**src/rtl/mef_principal.sv**
```systemverilog
// Main control FSM of the vending machine: product selection, quarter accumulation,
// exact-change dispense or refund, with timed message/refund holds and an inactivity cancel.
module mef_principal #(
  parameter int TEMPO_MSG     = 100000000,
  parameter int TEMPO_INATIVO = 500000000
) (
  input  logic       clk,
  input  logic       rst_n,
  input  logic [3:0] codigo,
  input  logic       confirmar,
  input  logic       cancelar,
  input  logic       moeda25,
  input  logic       moeda50,
  input  logic       moeda100,
  output logic [1:0] estado,
  output logic [3:0] produto,
  output logic [3:0] valorMoedas,
  output logic       devolver,
  output logic       liberar,
  output logic [3:0] troco,
  output logic       aceitarMoeda
);

  typedef enum logic [1:0] {
    ESPERA     = 2'b00,
    PRODUTO    = 2'b01,
    COMPARADOR = 2'b10,
    ENTREGA    = 2'b11
  } estado_t;

  localparam logic [3:0]  INVALIDO    = 4'hF;
  localparam logic [31:0] MSG_FIM     = 32'(TEMPO_MSG - 1);
  localparam logic [31:0] INATIVO_FIM = 32'(TEMPO_INATIVO - 1);

  // Price in quarters; 0 marks a code that is not on sale.
  function automatic logic [3:0] preco(input logic [3:0] c);
    case (c)
      4'b0000: preco = 4'd6;
      4'b0100: preco = 4'd7;
      4'b0101: preco = 4'd4;
      4'b1000: preco = 4'd4;
      4'b1001: preco = 4'd6;
      4'b1010: preco = 4'd7;
      4'b1011: preco = 4'd2;
      4'b1100: preco = 4'd8;
      4'b1101: preco = 4'd8;
      default: preco = 4'd0;
    endcase
  endfunction

  estado_t     st;
  logic [31:0] msg_cnt;
  logic [31:0] ina_cnt;

  logic [2:0] moedas;
  logic       tem_moeda;
  logic [3:0] soma;
  logic [3:0] preco_atual;
  logic       codigo_valido;
  logic       msg_fim;
  logic       ina_fim;

  // Coin weights 1/2/4 line up with bit positions, so the per-cycle sum is a concatenation.
  assign moedas        = {moeda100, moeda50, moeda25};
  assign tem_moeda     = |moedas;
  assign soma          = valorMoedas + {1'b0, moedas};
  assign preco_atual   = preco(produto);
  assign codigo_valido = (preco(codigo) != 4'd0);
  assign msg_fim       = (msg_cnt == MSG_FIM);
  assign ina_fim       = (ina_cnt == INATIVO_FIM);
  assign estado        = st;

  // NOTE: every register here is assigned with <= so all of them update from the
  // same pre-edge values; blocking assignments would leak new values into later reads.
  always_ff @(posedge clk or negedge rst_n) begin
    if (!rst_n) begin
      st           <= ESPERA;
      produto      <= 4'd0;
      valorMoedas  <= 4'd0;
      troco        <= 4'd0;
      devolver     <= 1'b0;
      liberar      <= 1'b0;
      aceitarMoeda <= 1'b0;
      msg_cnt      <= '0;
      ina_cnt      <= '0;
    end else begin
      liberar <= 1'b0;
      unique case (st)
        ESPERA: begin
          if (confirmar) begin
            st           <= PRODUTO;
            produto      <= codigo_valido ? codigo : INVALIDO;
            aceitarMoeda <= codigo_valido;
            msg_cnt      <= '0;
            ina_cnt      <= '0;
          end
        end

        PRODUTO: begin
          if (produto == INVALIDO) begin
            if (msg_fim) st <= ESPERA;
            else         msg_cnt <= msg_cnt + 32'd1;
          end else if (tem_moeda) begin
            // The first coin is judged immediately, exactly like a coin in COMPARADOR.
            valorMoedas <= soma;
            ina_cnt     <= '0;
            msg_cnt     <= '0;
            if (cancelar || soma > preco_atual) begin
              st           <= COMPARADOR;
              devolver     <= 1'b1;
              troco        <= soma;
              aceitarMoeda <= 1'b0;
            end else if (soma == preco_atual) begin
              st           <= ENTREGA;
              liberar      <= 1'b1;
              aceitarMoeda <= 1'b0;
            end else begin
              st <= COMPARADOR;
            end
          end else if (cancelar || ina_fim) begin
            st           <= ESPERA;
            aceitarMoeda <= 1'b0;
          end else if (confirmar) begin
            produto      <= codigo_valido ? codigo : INVALIDO;
            aceitarMoeda <= codigo_valido;
            msg_cnt      <= '0;
            ina_cnt      <= '0;
          end else begin
            ina_cnt <= ina_cnt + 32'd1;
          end
        end

        COMPARADOR: begin
          if (devolver) begin
            if (msg_fim) begin
              st          <= ESPERA;
              valorMoedas <= 4'd0;
              troco       <= 4'd0;
              devolver    <= 1'b0;
            end else begin
              msg_cnt <= msg_cnt + 32'd1;
            end
          end else if (tem_moeda) begin
            valorMoedas <= soma;
            ina_cnt     <= '0;
            msg_cnt     <= '0;
            if (cancelar || soma > preco_atual) begin
              devolver     <= 1'b1;
              troco        <= soma;
              aceitarMoeda <= 1'b0;
            end else if (soma == preco_atual) begin
              st           <= ENTREGA;
              liberar      <= 1'b1;
              aceitarMoeda <= 1'b0;
            end
          end else if (cancelar || ina_fim) begin
            devolver     <= 1'b1;
            troco        <= valorMoedas;
            aceitarMoeda <= 1'b0;
            msg_cnt      <= '0;
          end else begin
            ina_cnt <= ina_cnt + 32'd1;
          end
        end

        ENTREGA: begin
          if (msg_fim) begin
            st          <= ESPERA;
            valorMoedas <= 4'd0;
          end else begin
            msg_cnt <= msg_cnt + 32'd1;
          end
        end

        default: st <= ESPERA;
      endcase
    end
  end

endmodule

```
**config.mk**
```make
export PLATFORM = sky130hd
export DESIGN_NAME = mef_principal
export DESIGN_NICKNAME = d
export VERILOG_FILES = /design/src/rtl/mef_principal.sv
export SDC_FILE = /design/constraint.sdc
export NUM_CORES = 1
export LEC_CHECK = 0
export CAP_MARGIN = 20
export CORE_AREA = 2 2 102 104
export DETAILED_ROUTE_END_ITERATION = 16
export DIE_AREA = 0 0 104 106
export PLACE_DENSITY_LB_ADDON = 0.3
export RECOVER_POWER = 50
export SLEW_MARGIN = 20
export SYNTH_ARGS = -nofsm -noshare
export SYNTH_HDL_FRONTEND = slang
export SYNTH_SLANG_ARGS = --single-unit
```
**constraint.sdc**
```tcl
create_clock -name clk -period 7.2 [get_ports clk]
set_input_delay 1.08 -clock clk [delete_from_list [all_inputs] [get_ports clk]]
set_output_delay 1.08 -clock clk [all_outputs]
set_load 0.005 [all_outputs]
```
Yosys cells after proc, flatten, opt, wreduce, memory -nomap -nowiden
Memories as Yosys holds them, arrays and structs flattened.
Index checks and enable logic that the tools add are counted.
W data, S select, Z words.
{ "totals": {"ff_bits": 81, "romBits": 128, "inputBits": 11, "out_inout_bits": 17, "word_cells": 130, "n_memories": 2} }
{ "mem_list": {"columns": ["memory", "depth", "word_bits", "read_ports", "rd_ports_with_merged_regs", "write_ports", "line", "text"], "rows": [
  ["(name not given)", 16, 4, 1, 0, 0, "37", "case (c)"],
  ["(name not given)", 16, 4, 1, 0, 0, "37", null]
]} }
{ "op_classes": {"n_addsub": 3, "order_cmp": 1, "n_eq_ne": 24, "n_mux": 74, "reduce_logical": 17} }
{ "ops": {"columns": ["operator", "count"], "rows": [
  ["$mux W32", 16],
  ["$pmux W32 S4", 1],
  ["$pmux W32 S3", 1],
  ["$add A32 B1 Y32 const B", 2],
  ["$mux W4", 16],
  ["$eq A32 B27 Y1 const B", 1],
  ["$eq A32 B29 Y1 const B", 1],
  ["$mux W1", 24],
  ["$ne A3 B3 Y1 const B", 7],
  ["$mux W2", 9],
  ["$pmux W4 S2", 2],
  ["$ne A2 B2 Y1 const B", 7],
  ["$ne A4 B4 Y1 const B", 3],
  ["$pmux W4 S3", 1],
  ["$reduce_and A4 Y1", 3],
  ["$reduce_and A5 Y1", 2],
  ["$pmux W2 S4", 1],
  ["$reduce_and A6 Y1", 1],
  ["$reduce_bool A3 Y1", 2],
  ["$add A4 B3 Y4", 1],
  ["$eq A2 B2 Y1 const B", 2],
  ["$eq A4 B4 Y1", 1],
  ["$eq A4 B4 Y1 const B", 1],
  ["$gt A4 B4 Y1", 1],
  ["other kinds (9)", 13]
]} }

Longest topological paths before layout
Gate-level depths: netlist of run 1.
An unclocked memory read counts as a cell.
{ "logic_depth": {"word_depth": 8, "ltp_mapped": 12, "mapped_depth_nobuf": 12} }

Least setup slack after synthesis of run 1
No wires, ideal clock.
{ "synth_timing": {"path_kind": "in2reg", "startpoint": "input moeda25", "endpoint": "register troco[0]", "setup_ns": 0.125, "arrival_ns": 3.448, "path_slack_ns": 3.628, "cell_stages": 10, "cell_sequence": "ha_1 > fa_1 > xor2_1 > ha_1 > a21oi_1 > o211ai_1 > a21oi_1 > mux2i_1 > a22oi_1 > mux2_2"} }
{ "synth_via": {"elab_chain_len": 7, "elab_cells_between_ends": 13} }
{ "synth_lines": {"columns": ["item", "line", "text"], "rows": [
  ["start: declaration", "12", "input logic moeda25,"],
  ["$add A4 B3 Y4", "66", "assign soma = valorMoedas + {1'b0, moedas};"],
  ["$gt A4 B4 Y1", "108, 147", null],
  ["$logic_or A1 B1 Y1", "108, 147", null],
  ["$mux W4", "108, 147", null],
  ["$mux W4 (on tied branches)", "143, 103", null],
  ["$mux W4 (on tied branches)", "134, 100", null],
  ["$pmux W4 S2", "88", "unique case (st)"],
  ["end signal: assignment", "111", "troco <= soma;"],
  ["end signal: assignment", "149", "troco <= soma;"],
  ["end signal: assignment", "158", "troco <= valorMoedas;"],
  ["end: declaration", "20", "output logic [3:0] troco,"]
]} }
Several ways; a longest one is shown, not always the timed one. The select of a mux whose other input is x is not followed.
A chain may end at the register's enable or synchronous reset.

==> impl_metrics.sql, run 1 <==
INSERT INTO impl_metrics (metric_group, metric, value, unit) VALUES
('run_status', 'status', 'complete, but fails checks', ''),
('run_status', 'violations', 'capacitance limit, slew limit', ''),
('timing', 'finalSetupViolations', '0', ''),
('yosys', 'post_synth_num_cell_types', '62', ''),
('yosys', 'yosysWarnings', '0', ''),
('clock_tree', 'number_of_hold_repair_buffers_added_at_the_cts_stage', '0', ''),
('place', 'place.gp.congestion', '0.929', ''),
('route', 'avgViaCountPerCell', '6.64', ''),
('floorplanning', 'die_h', '106', 'um'),
('timing', 'finalHoldViolations', '0', ''),
('critical_path', 'critPathTopFamily', 'buffers and inverters', ''),
('yosys', 'number_of_nets_produced_by_synthesis', '648', ''),
('route', 'drc', '0', ''),
('critical_path', 'crit_type', 'primary input to async pin', ''),
('route', 'via_count', '5090', ''),
('clock_tree', 'ctsResizeCount', '0', ''),
('final_layout', 'number_of_nets_in_the_layout', '652', ''),
('timing', 'max_slew.worst_pin.slew', '4450', 'ps'),
('pwr', 'ir_worst_vdd', '0.000279', 'V'),
('global_routing', 'initial_antenna_violation_count', '0', ''),
('critical_path', 'crit_path_max_fanout', '81', ''),
('critical_path', 'critical_path.slowest_cell', 'sky130_fd_sc_hd__clkbuf_1', ''),
('hold_path', 'worst_hold_check_path_type', 'register to register', ''),
('floorplanning', 'starting_density_of_the_core', '0.537', ''),
('timing', 'period_needed', '4780', 'ps'),
('yosys', 'combinational_family_with_the_most_area_after_synthesis', 'compound AO/OA/AOI/OAI gates', ''),
('timing', 'timing.fmax', '209', 'MHz'),
('yosys', 'sequential_fraction_of_the_synthesis_area', '0.377', ''),
('global_routing', 'first_global_vias', '4821', ''),
('clock_tree', 'buffers_from_clock_root_to_sink_at_most', '2', ''),
('floorplanning', 'floorplan.io_pins', '28', ''),
('final_layout', 'syn_to_final_growth', '9.59', '%'),
('timing', 'slew_violations', '82', ''),
('global_routing', 'grt_pass1_wl', '22.8', 'mm'),
('final_layout', 'finalInstanceArea', '5890', 'um^2'),
('route', 'detail-route-antenna-nets', '0', ''),
('critical_path', 'worstSetupStartpointType', 'primary input', ''),
('global_routing', 'grt_use_total', '0.247', ''),
('critical_path', 'ff2ff_path_depth', '8', ''),
('yosys', 'synthAdderAreaFrac', '0.0363', ''),
('global_routing', 'grt_overflow', '0', ''),
('route', 'initial_drt_pass_iterations', '6', ''),
('floorplanning', 'number_of_standard_cell_rows_in_the_floorplan', '37', ''),
('global_routing', 'grt_start_max_net_pins', '82', ''),
('floorplanning', 'die_w', '104', 'um'),
('pwr', 'powerDensity', '298', 'nW/um^2'),
('yosys', 'portion_of_netlist_area_occupied_by_mux_cells', '0.0328', ''),
('route', 'drtIter0Drc', '345', ''),
('clock_tree', 'post_cts.repair.setup_buffers', '0', ''),
('yosys', 'synth-main-ff-cell', 'sky130_fd_sc_hd__dfrtp_1', ''),
('yosys', 'simple_gate_area_share_of_the_yosys_netlist', '0.236', ''),
('run', 'timing.max_cap.violations', '1', ''),
('clock_tree', 'clock_tree_from_tritoncts', 'yes', ''),
('clock_tree', 'worstSkewPairLatency', '350', 'ps'),
('critical_path', 'crit_arrival', '4200', 'ps'),
('final_layout', 'diodes', '0', ''),
('critical_path', 'worst_setup_path_end_kind', 'async pin', ''),
('clock_tree', 'cts_root_buf', 'sky130_fd_sc_hd__clkbuf_8', ''),
('yosys', 'synth_compound_area_frac', '0.270', ''),
('clock_tree', 'clkSlewWorstSetupHoldPaths', '80', 'ps'),
('clock_tree', 'clock-sinks', '81', ''),
('yosys', 'synth-async-reset-ratio', '1.00', ''),
('hold_path', 'worst_hold_path.num_cells', '1', ''),
('pwr', 'p_leak', '2.48', 'nW'),
('route', 'wirelength', '13.6', 'mm'),
('critical_path', 'worst_ep_required_time', '6620', 'ps'),
('timing', 'maxSlewHeadroom', '-1.96', ''),
('critical_path', 'cp_cell_sequence', 'clkbuf_1', ''),
('timing', 'rsz0062_at_grt', 'no', ''),
('pwr', 'final_total_power', '0.00176', 'W'),
('floorplanning', 'design.core.area', '10000', 'um^2');
-- cells in the mapped netlist, types with 8 or more instances --
cell	instances	area share
sky130_fd_sc_hd__a21oi_1	31	0.029
sky130_fd_sc_hd__ha_1	14	0.033
sky130_fd_sc_hd__o31ai_1	46	0.064
sky130_fd_sc_hd__inv_1	20	0.014
sky130_fd_sc_hd__nor2_1	42	0.029
sky130_fd_sc_hd__nand2_1	37	0.026
sky130_fd_sc_hd__clkbuf_1	29	0.020
sky130_fd_sc_hd__nor2b_1	8	0.0093
sky130_fd_sc_hd__dfrtp_1	81	0.38
sky130_fd_sc_hd__nand3_1	35	0.033
sky130_fd_sc_hd__and4_1	12	0.020
sky130_fd_sc_hd__nor3_1	14	0.013
sky130_fd_sc_hd__and2_1	11	0.013
sky130_fd_sc_hd__and3_1	12	0.014
sky130_fd_sc_hd__nand4_1	20	0.023
sky130_fd_sc_hd__o21ai_0	67	0.062
sky130_fd_sc_hd__a31oi_1	21	0.024
-- through the flow --
| step | cells | setup WS, ps | hold slack (ps) |
|---|---|---|---|
| final | 766 | 2420 | 487 |
| after global routing | 766 | 1500 | 504 |
| after CTS | 766 | 3130 | 483 |
| after detailed placement | 751 | 2780 | 465 |
| after global placement | 751 | 2880 | 457 |
| after floorplan | 622 | 3630 | 438 |
-- kinds of logic (layout without fill, tap and decap cells) --
group	Yosys count	count (layout)
AND/OR/NAND/NOR	231	231
AO/OA/AOI/OAI	220	220
flip-flops	81	81
buffers and inverters	58	66
adder cells (fa/ha/maj)	15	15
multiplexers	15	15
XOR/XNOR	2	2
-- report_power, final --
| part | internal (W) | leakage, nW | switching (W) | total [W] |
|---|---|---|---|---|
| Clock | 0.000203 | 0.106 | 0.000166 | 0.000369 |
| Sequential | 0.000500 | 1.10 | 0.0000626 | 0.000563 |
| Combinational | 0.000343 | 1.28 | 0.000483 | 0.000826 |
| Total | 0.00105 | 2.48 | 0.000711 | 0.00176 |
-- cell usage in the layout, fill, tap and decap left out, drive strengths merged, types with 7 or more instances in the layout --
cell type / count
dlygate4sd3: 8
and4: 12
dfrtp: 81
a21oi: 31
o31ai: 46
mux2: 8
a31oi: 21
nor2: 42
nor2b: 8
nand2b: 7
clkbuf: 13
nor4: 9
and2: 11
nand3: 35
nand4: 20
mux2i: 7
ha: 14
nand2: 38
clkdlybuf4s50: 18
and3: 12
o41ai: 8
nor3: 14
o21ai: 67
inv: 20
-- layout make-up --
cell class / count / area (um^2)
clock buffers: 12 / 145
fillers: 916 / 4110
repair buffers: 31 / 294
multi-input cells: 483 / 3110
well taps: 136 / 170
inverters: 20 / 75.1
flip-flops and latches: 81 / 2030
clock inverters: 3 / 65.1
-- path summary, 6_finish.rpt --
path                            slack [ps]                      end                    start
min in group asynchronous             2310  ina_cnt[23]$_DFFE_PN0P_                    rst_n
worst max-delay path                  2420  msg_cnt[10]$_DFFE_PN0P_                    rst_n
max in group clk                      3110     troco[1]$_DFFE_PN0P_                  moeda50
worst min register to register         490  msg_cnt[23]$_DFFE_PN0P_  msg_cnt[23]$_DFFE_PN0P_
worst max register to register        3610  ina_cnt[25]$_DFFE_PN0P_    estado[0]$_DFFE_PN0P_
worst min-delay path                   490  msg_cnt[23]$_DFFE_PN0P_  msg_cnt[23]$_DFFE_PN0P_
-- state kept, by name (all words and copies together) (netlist names) --
signal	count
liberar	1
valorMoedas	4
aceitarMoeda	1
ina_cnt	32
estado	2
devolver	1
troco	4
produto	4
msg_cnt	32
-- layer usage --
| layer | share of wire | global-route usage | vias up | wire length, um |
|---|---|---|---|---|
| met1 | 0.45 | 0.339 | 2499 | 6050 |
| met5 | 0 | 0 | - | 0 |
| met2 | 0.48 | 0.411 | 190 | 6570 |
| li1 | - | - | 2387 | - |
| met3 | 0.059 | 0.0343 | 14 | 803 |
| met4 | 0.0098 | 0.0685 | 0 | 133 |
Power figures use the tool's default switching activity.
==> inputs of run 2 (changes only) <==
==> constraint.sdc (replaced) <==
create_clock -name clk -period 4.7 [get_ports clk]
set_input_delay 0.705 -clock clk [delete_from_list [all_inputs] [get_ports clk]]
set_output_delay 0.705 -clock clk [all_outputs]
set_load 0.005 [all_outputs]
==> impl_metrics.sql, run 2 (synthesis results as in run 1) <==
INSERT INTO impl_metrics (metric_group, metric, value, unit) VALUES
('final_layout', 'diodes', '0', ''),
('final_layout', 'layout_top_registers', 'ina_cnt x32, msg_cnt x32', ''),
('place', 'dp_worst_setup_slack', '630', 'ps'),
('route', 'drc', '0', ''),
('global_routing', 'grt_pass1_wl', '23.0', 'mm'),
('timing', 'timing.fmax', '265', 'MHz'),
('place', 'io_buffers', '27', ''),
('floorplanning', 'design.core.area', '10000', 'um^2'),
('critical_path', 'worst_setup_path_end_kind', 'register', ''),
('route', 'wirelength', '13.7', 'mm'),
('floorplanning', 'starting_density_of_the_core', '0.537', ''),
('place', 'post_placement_cell_count', '752', ''),
('route', 'via_count', '5119', ''),
('run', 'timing.max_cap.violations', '1', ''),
('timing', 'fin_tns_setup', '0', 'ps'),
('critical_path', 'critical-path-max-stage-delay', '560', 'ps'),
('clock_tree', 'ctsResizeCount', '0', ''),
('critical_path', 'crit_arrival', '4030', 'ps'),
('timing', 'finalHoldViolations', '0', ''),
('pwr', 'ir_worst_vdd', '0.000494', 'V'),
('place', 'place.gp.congestion', '0.910', ''),
('final_layout', 'number_of_nets_in_the_layout', '653', ''),
('critical_path', 'critPathBufInv', '2', ''),
('clock_tree', 'cts_buffers', '9', ''),
('floorplanning', 'die_w', '104', 'um'),
('floorplanning', 'die-area', '11000', 'um^2'),
('final_layout', 'layout_commonest_cell', 'sky130_fd_sc_hd__dfrtp_1', ''),
('clock_tree', 'clkSlewWorstSetupHoldPaths', '90', 'ps'),
('pwr', 'powerDensity', '446', 'nW/um^2'),
('global_routing', 'global_route.peak_usage_layer', 'met2', ''),
('run_status', 'status', 'complete, but fails checks', ''),
('floorplanning', 'die_h', '106', 'um'),
('timing', 'clock-skew-final', '13.4', 'ps'),
('timing', 'period_needed', '3780', 'ps'),
('route', 'detail-route-antenna-nets', '0', ''),
('timing', 'finalSetupViolations', '0', ''),
('critical_path', 'worstSetupStartpointType', 'primary input', ''),
('timing', 'maxSlewHeadroom', '-0.394', ''),
('global_routing', 'globalRouteMet2Util', '0.385', ''),
('critical_path', 'crit_path_max_fanout', '6', ''),
('timing', 'rsz0062_at_grt', 'no', ''),
('timing', 'slew_violations', '82', ''),
('critical_path', 'cp_cell_sequence', 'clkdlybuf4s50_1, ha_1, a21o_1, a21oi_1, xor2_1, inv_1, ha_1, nand4b_1, o211ai_1, a21oi_1, mux2i_1, a22oi_1, mux2_2', ''),
('route', 'wl_per_cell', '17.8', 'um'),
('timing', 'final_critical_path_setup_slack', '925', 'ps'),
('final_layout', 'finalCoreUtilization', '0.585', ''),
('route', 'initial_drt_pass_iterations', '5', ''),
('clock_tree', 'post_cts.repair.setup_buffers', '0', ''),
('timing', 'tcrit_tclk_final', '0.803', ''),
('global_routing', 'grt_use_total', '0.253', ''),
('hold_path', 'worst_hold_check_path_type', 'register to register', ''),
('route', 'drtIter0Drc', '400', ''),
('clock_tree', 'cts_root_buf', 'sky130_fd_sc_hd__clkbuf_8', ''),
('clock_tree', 'clock-sinks', '81', ''),
('floorplanning', 'floorplan.io_pins', '28', ''),
('run_status', 'violations', 'capacitance limit, slew limit', ''),
('critical_path', 'critical_path.slowest_cell', 'sky130_fd_sc_hd__a21oi_1', ''),
('final_layout', 'fraction_of_final_layout_cells_with_drive_strength_greater_than_1', '0.0697', ''),
('final_layout', 'syn_to_final_growth', '8.85', '%'),
('place', 'place.detailed.hpwl', '9.09', 'mm'),
('clock_tree', 'number_of_hold_repair_buffers_added_at_the_cts_stage', '0', ''),
('clock_tree', 'clock_tree_from_tritoncts', 'yes', ''),
('clock_tree', 'worstSkewPairLatency', '370', 'ps'),
('final_layout', 'post_layout_nonfiller_instances', '767', ''),
('route', 'avgViaCountPerCell', '6.67', ''),
('global_routing', 'first_global_vias', '4747', ''),
('floorplanning', 'number_of_standard_cell_rows_in_the_floorplan', '37', ''),
('critical_path', 'crit_type', 'primary input to register', ''),
('pwr', 'final_total_power', '0.00261', 'W'),
('critical_path', 'critPathTopFamily', 'compound AO/OA/AOI/OAI gates', ''),
('global_routing', 'grt_start_max_net_pins', '82', ''),
('global_routing', 'grt_use_met1', '0.361', ''),
('critical_path', 'worst_ep_required_time', '4950', 'ps'),
('clock_tree', 'cts.htree.levels', '3', ''),
('final_layout', 'leading_cell_types_in_the_layout_fill_and_taps_excluded', 'sky130_fd_sc_hd__dfrtp_1 (81), sky130_fd_sc_hd__o21ai_0 (66), sky130_fd_sc_hd__o31ai_1 (46), sky130_fd_sc_hd__nor2_1 (42), sky130_fd_sc_hd__nand2_1 (37)', ''),
('timing', 'max_slew.worst_pin.slew', '2090', 'ps'),
('global_routing', 'initial_antenna_violation_count', '0', ''),
('global_routing', 'global_route.usage.met3', '0.0405', ''),
('clock_tree', 'buffers_from_clock_root_to_sink_at_most', '2', ''),
('global_routing', 'grt_overflow', '0', ''),
('pwr', 'p_leak', '2.47', 'nW');
==> run 2: cell count changes in the layout (fill, tap and decap cells not counted), sizes merged <==
cell    change
bufinv      -2
buf         +1
clkinv      +3
clkbuf      -1
==> run 2: per-stage QoR <==
stage	hold slack [ps]	cell area (um^2)
4_1_cts	495	5850
3_5_place_dp	472	5690
5_1_grt	509	5850
3_3_place_gp	461	5690
6_report	500	5850
2_1_floorplan	409	5370
==> run 2: layout make-up <==
class / count / area (um^2)
clock buffers: 11 / 141
repair buffers: 32 / 303
inverters: 20 / 75.1
flip-flops and latches: 81 / 2030
clock inverters: 4 / 20.0
multi-input cells: 483 / 3110
well taps: 136 / 170
fillers: 906 / 4150
==> run 2: metal layers <==
metal  share of wire  up-vias
li1                -     2385
met1            0.46     2497
met2            0.46      207
met3           0.061       30
met4           0.019        0
met5               0        -
==> run 2: worst reg2reg max path: cells and delay by family, from the launching register on <==
family / cells / cell delay (ps)
AOI/OAI and AO/OA: 5 / 1150
xor gates and xnor gates: 1 / 220
adders and majority gates: 2 / 660
DFF: 1 / 480
buffers and inverters: 1 / 90
muxes: 2 / 560
and+or+nand+nor: 1 / 140
==> run 2: worst paths after layout <==
path / start / endpoint / slack (ps) / cells after the start
setup / recovery: moeda50 / troco[1]$_DFFE_PN0P_ / 920 / 13
setup reg to reg: valorMoedas[1]$_DFFE_PN0P_ / troco[1]$_DFFE_PN0P_ / 1280 / 12
hold / removal: msg_cnt[16]$_DFFE_PN0P_ / msg_cnt[16]$_DFFE_PN0P_ / 500 / 1
min in group asynchronous: rst_n / ina_cnt[29]$_DFFE_PN0P_ / 940 / 1
hold reg to reg: msg_cnt[16]$_DFFE_PN0P_ / msg_cnt[16]$_DFFE_PN0P_ / 500 / 1
max in group asynchronous: rst_n / msg_cnt[1]$_DFFE_PN0P_ / 2530 / 1
==> run 2: report_power, final <==
part	switching, W	internal, W	total, W
registers	0.000100	0.000766	0.000867
logic	0.000750	0.000535	0.00128
clock network	0.000259	0.000200	0.000459
